===== config.mk =====
export PLATFORM = sky130hd
export DESIGN_NAME = uart_rx
export DESIGN_NICKNAME = d
export VERILOG_FILES = /design/src/rtl/uart_pkg.sv /design/src/rtl/sync_2ff.sv /design/src/rtl/uart_rx.sv
export SDC_FILE = /design/constraint.sdc
export NUM_CORES = 1
export LEC_CHECK = 0
export ABC_CLOCK_PERIOD_IN_PS = 2200
export BUFFER_PORTS_ARGS = -buffer_cell sky130_fd_sc_hd__buf_2
export CAP_MARGIN = 20
export CORE_MARGIN = 4
export CORE_UTILIZATION = 50
export CTS_CLUSTER_DIAMETER = 80
export DETAILED_ROUTE_END_ITERATION = 10
export GPL_TIMING_DRIVEN = 0
export PLACE_DENSITY = 0.67
export SLEW_MARGIN = 0
export SYNTH_ARGS = -nofsm -noshare
export SYNTH_HDL_FRONTEND = slang
export SYNTH_SLANG_ARGS = --single-unit

===== constraint.sdc =====
create_clock -name clk -period 2.2 [get_ports clk]
set_input_delay 0.11 -clock clk [delete_from_list [all_inputs] [get_ports clk]]
set_output_delay 0.11 -clock clk [all_outputs]
set_load 0.03 [all_outputs]

===== src/rtl/uart_pkg.sv =====
// Shared UART definitions: receiver state encoding and the default bit period
// common to the RX and TX blocks.
package uart_pkg;

   localparam int UART_CLKS_PER_BIT = 2500;

   typedef enum logic [1:0] {
      IDLE  = 2'd0,
      START = 2'd1,
      DATA  = 2'd2,
      STOP  = 2'd3
   } rx_state_t;

endpackage


===== src/rtl/sync_2ff.sv =====
// Generic two-flop synchroniser for asynchronous inputs; both stages load
// RESET_VALUE on reset so an idle line does not look like an edge.
module sync_2ff #(
   parameter int               WIDTH       = 1,
   parameter logic [WIDTH-1:0] RESET_VALUE = '1
) (
   input  logic             clk,
   input  logic             reset,
   input  logic [WIDTH-1:0] d,
   output logic [WIDTH-1:0] q
);

   logic [WIDTH-1:0] meta_reg;
   logic [WIDTH-1:0] sync_reg;

   always_ff @(posedge clk) begin
      if (reset) begin
         meta_reg <= RESET_VALUE;
         sync_reg <= RESET_VALUE;
      end else begin
         meta_reg <= d;
         sync_reg <= meta_reg;
      end
   end

   assign q = sync_reg;

endmodule


===== src/rtl/uart_rx.sv =====
// 8N1 UART receiver: falling-edge start detect, mid-bit sampling, one-cycle
// valid / framing-error strobes.
module uart_rx
   import uart_pkg::*;
#(
   parameter int CLKS_PER_BIT = UART_CLKS_PER_BIT
) (
   input  logic       clk,
   input  logic       reset,
   input  logic       rx_signal,
   output logic [7:0] rx_data,
   output logic       rx_valid,
   output logic       framing_error,
   output logic       busy
);

   localparam int          HALF_BIT  = CLKS_PER_BIT / 2;
   localparam logic [31:0] HALF_LAST = 32'(HALF_BIT - 1);
   localparam logic [31:0] BIT_LAST  = 32'(CLKS_PER_BIT - 1);

   logic       rx_s;
   rx_state_t  state_reg, state_next;
   logic [31:0] cnt_reg, cnt_next;
   logic [2:0] bit_reg, bit_next;
   logic [7:0] shift_reg, shift_next;
   logic [7:0] data_reg, data_next;
   logic       valid_reg, valid_next;
   logic       ferr_reg, ferr_next;
   logic       busy_reg, busy_next;
   logic       rx_prev_reg;

   sync_2ff #(
      .WIDTH       (1),
      .RESET_VALUE (1'b1)
   ) u_sync (
      .clk   (clk),
      .reset (reset),
      .d     (rx_signal),
      .q     (rx_s)
   );

   always_ff @(posedge clk) begin
      if (reset) begin
         state_reg   <= IDLE;
         cnt_reg     <= '0;
         bit_reg     <= '0;
         shift_reg   <= '0;
         data_reg    <= '0;
         valid_reg   <= 1'b0;
         ferr_reg    <= 1'b0;
         busy_reg    <= 1'b0;
         rx_prev_reg <= 1'b1;
      end else begin
         state_reg   <= state_next;
         cnt_reg     <= cnt_next;
         bit_reg     <= bit_next;
         shift_reg   <= shift_next;
         data_reg    <= data_next;
         valid_reg   <= valid_next;
         ferr_reg    <= ferr_next;
         busy_reg    <= busy_next;
         rx_prev_reg <= rx_s;
      end
   end

   always_comb begin
      state_next = state_reg;
      cnt_next   = cnt_reg + 32'd1;
      bit_next   = bit_reg;
      shift_next = shift_reg;
      data_next  = data_reg;
      valid_next = 1'b0;
      ferr_next  = 1'b0;
      busy_next  = busy_reg;
      case (state_reg)
         IDLE: begin
            cnt_next = '0;
            // Edge-triggered so a line stuck low can never arm a frame.
            if (rx_prev_reg && !rx_s) begin
               busy_next  = 1'b1;
               state_next = START;
            end
         end
         START: begin
            if (cnt_reg == HALF_LAST) begin
               cnt_next = '0;
               if (!rx_s) begin
                  bit_next   = '0;
                  state_next = DATA;
               end else begin
                  busy_next  = 1'b0;
                  state_next = IDLE;
               end
            end
         end
         DATA: begin
            if (cnt_reg == BIT_LAST) begin
               cnt_next   = '0;
               shift_next = {rx_s, shift_reg[7:1]};
               bit_next   = bit_reg + 3'd1;
               if (bit_reg == 3'd7) begin
                  state_next = STOP;
               end
            end
         end
         STOP: begin
            // Leaving at mid-stop-bit leaves time to catch a back-to-back start edge.
            if (cnt_reg == BIT_LAST) begin
               cnt_next   = '0;
               busy_next  = 1'b0;
               state_next = IDLE;
               if (rx_s) begin
                  data_next  = shift_reg;
                  valid_next = 1'b1;
               end else begin
                  ferr_next  = 1'b1;
               end
            end
         end
         default: begin
            cnt_next   = '0;
            busy_next  = 1'b0;
            state_next = IDLE;
         end
      endcase
   end

   assign rx_data       = data_reg;
   assign rx_valid      = valid_reg;
   assign framing_error = ferr_reg;
   assign busy          = busy_reg;

endmodule


==> results.json <==
{
  "final-setup-viol-count": 0,
  "synth_top_area_share_pct": 40.3,
  "yosys_register_bits": 59,
  "yosysSeqAreaShare_pct": 40.3,
  "path_buf_inv": 2,
  "report.final.slew_viol_count": 0,
  "post-route-period-util_pct": 90.4,
  "fmax_mhz": 503,
  "power_mw": 1.99,
  "cts_buffer_depth": 2,
  "nets": 315,
  "largest_register_ffs": 32,
  "postSynthNetCount": 291,
  "coreArea_um2": 5610,
  "hold_path.class": "in2reg",
  "end_kind": "flip-flop",
  "critical-path-top-delay-family": "simple AND/OR/NAND/NOR gates",
  "nFillCells": 494,
  "vias": 2036,
  "ys_async_sr_fraction_pct": 0,
  "critPathMaxStageDelay_ps": 390,
  "grt_max_degree": 12,
  "synthTopCellsByArea": "dfxtp_1 40%, mux2i_1 5.5%, nor2_4 5.4%",
  "cts_tree": "done",
  "route.detailed.drc": 0,
  "cts.sinks": 59,
  "die_x_um": 84.6,
  "finClkSkew_ps": 7.61,
  "clockRootBuffer": "clkbuf_8",
  "grt_overflow": 0,
  "placed_area_um2": 3080,
  "arrival_ps": 2210,
  "die_area_um2": 7150,
  "start_util_pct": 52.3,
  "synth-edff-count": 0,
  "num_io_pins": 14,
  "antenna_found_initial": 0,
  "area.growth.synth_to_final_pct": 11.8,
  "yosysWarnings": 0,
  "slew_headroom_pct": 66.5,
  "synth_top_flop_cell": "dfxtp_1",
  "ys_types": 44,
  "path_cells": "ha_2, and4bb_4, nand3_4, a211oi_2, or3_1, buf_6, buf_12, nor2_4",
  "cp_slowest_cell": "dfxtp_1",
  "place.gp.congestion": 0.832,
  "power_density_nw_per_um2": 608,
  "tightest_slew_ps": 500,
  "post_drt_wl_per_cell_um": 13.5,
  "vias_per_cell": 5.29,
  "start_kind": "flip-flop",
  "drive_gt1_share_pct": 29.1,
  "rows": 27,
  "fin_ws_ps": 212,
  "path_class": "reg2reg",
  "detailed_place_hpwl_mm": 3.67,
  "syn-cell-area_um2": 2930,
  "track_usage_pct": 16.2,
  "grt_pass1_wl_mm": 9.37,
  "htreeDepth": 3,
  "rsz0062_at_grt": "false",
  "portBuffers": 12,
  "drt-pass1-iter-count": 6,
  "status": "completed",
  "drv_cap": 0,
  "period_needed_ps": 1990,
  "clk_latency_ps": 330,
  "path_max_fanout": 10,
  "fp.dieH_um": 84.6,
  "cellLeakagePower_nw": 1.05,
  "cts_buffers": 9,
  "pre_cts_ws_ps": -102,
  "clk_pin_slew_ps": 70,
  "syn_inst": 284,
  "crit_required_ps": 2420,
  "first_global_vias": 2016,
  "final_area_um2": 3280,
  "hold_violations": 0,
  "drtIter0Drc": 63,
  "synth_area_leader_cell": "dfxtp_1",
  "antennaDiodeCount": 0,
  "max-vdd-ir-drop_mv": 0.452,
  "avgSynthCellArea_um2": 10.3,
  "detail-route-antenna-nets": 0,
  "wirelength_mm": 5.21,
  "cts_setup_buffers": 0
}
==> worst paths after layout <==
path	start	endpoint	slack, ps	depth (start not counted)
setup / recovery	cnt_reg[0]	cnt_reg[9]	210	8
setup reg to reg	cnt_reg[0]	cnt_reg[9]	210	8
hold / removal	reset	busy	170	2
hold reg to reg	u_sync.meta_reg	u_sync.q	410	1
==> stage by stage <==
step / util [%] / hold slack (ps) / setup TNS [ps] / instances
floorplan: - / 214 / 0 / 284
global placement: 54.9 / 294 / -128 / 368
detailed placement: 54.9 / 294 / -356 / 368
CTS: 58.4 / 156 / 0 / 385
global route: 58.4 / 189 / 0 / 385
finish: 58.4 / 167 / 0 / 385
==> power by group <==
group	internal [mW]	switching (mW)	total (mW)
sequential	1.07	0.00268	1.08
clock	0.436	0.432	0.868
combinational	0.0174	0.0308	0.0482
==> cells in the mapped netlist, drive strengths merged, types with 2 or more instances <==
master and n:
nand4 15, a21oi 5, ha 4, nor3 2, inv 6, and2 3, nor4 11, clkbuf 5
a31oi 2, nand2 10, buf 11, nand3 17, or2 3, mux2i 16, a31o 2, nor4b 5
and4 3, xnor2 13, and4bb 2, a211oi 2, nand2b 6, nor2 54, xor2 15, and3 6
dfxtp 59
==> area by class of cell <==
cell class / count / area [um2] / share of cell area [%]
Clock buffer: 10 / 138 / 4.20
Clock inverter: 6 / 41.3 / 1.26
Multi-Input combinational cell: 203 / 1580 / 48.3
Inverter: 6 / 22.5 / 0.687
Sequential cell: 59 / 1180 / 36.0
Buffer: 16 / 150 / 4.58
Tap cell: 72 / 90.1 / 2.75
Timing Repair Buffer: 13 / 70.1 / 2.14
==> layer usage <==
| metal | track usage, % | up-vias | share of wire (%) |
|---|---|---|---|
| li1 | - | 1040 | - |
| met1 | 21.0 | 958 | 50 |
| met2 | 24.5 | 34 | 45 |
| met3 | 6.38 | 4 | 4.1 |
| met4 | 5.61 | 0 | 1.1 |
| met5 | 0 | - | 0 |
==> layout by cell type (no fill, tap or decap), types with 2 or more instances in the layout <==
| cell | count |
|---|---|
| inv_1 | 6 |
| mux2i_1 | 16 |
| nand3_1 | 14 |
| buf_6 | 5 |
| ha_1 | 3 |
| xor2_1 | 15 |
| buf_12 | 2 |
| nor4_4 | 2 |
| nand3_2 | 2 |
| nor2_4 | 14 |
| a211oi_2 | 2 |
| nor4b_4 | 4 |
| clkinv_2 | 2 |
| nand2_1 | 10 |
| and4_1 | 3 |
| a31oi_1 | 2 |
| or2_2 | 3 |
| nor2_1 | 24 |
| a21oi_1 | 5 |
| xnor2_1 | 13 |
| and3_1 | 6 |
| nor4_1 | 9 |
| buf_2 | 13 |
| a31o_2 | 2 |
| clkbuf_8 | 10 |
| clkinvlp_4 | 3 |
| nand4_1 | 14 |
| nor2_2 | 16 |
| clkbuf_1 | 5 |
| buf_4 | 2 |
| nand2b_1 | 6 |
| and2_1 | 3 |
| dfxtp_1 | 59 |
==> cell families after synthesis <==
group / after synthesis / share of synthesized area (%)
AOI/OAI and AO/OA: 15 / 3.80
adders and majority gates: 4 / 1.71
xor gates and xnor gates: 28 / 8.37
and+or+nand+nor: 140 / 34.5
muxes: 16 / 5.47
DFF: 59 / 40.3
buffers and inverters: 22 / 5.89
==> repair_timing <==
| item | CTS | global route |
|---|---|---|
| gates resized for setup | 1 | 1 |
| hold endpoints to repair | 1 | 0 |
| hold buffers | 1 | 0 |
| endpoints found under the setup margin | 6 | 17 |
Power figures use the tool's default switching activity.
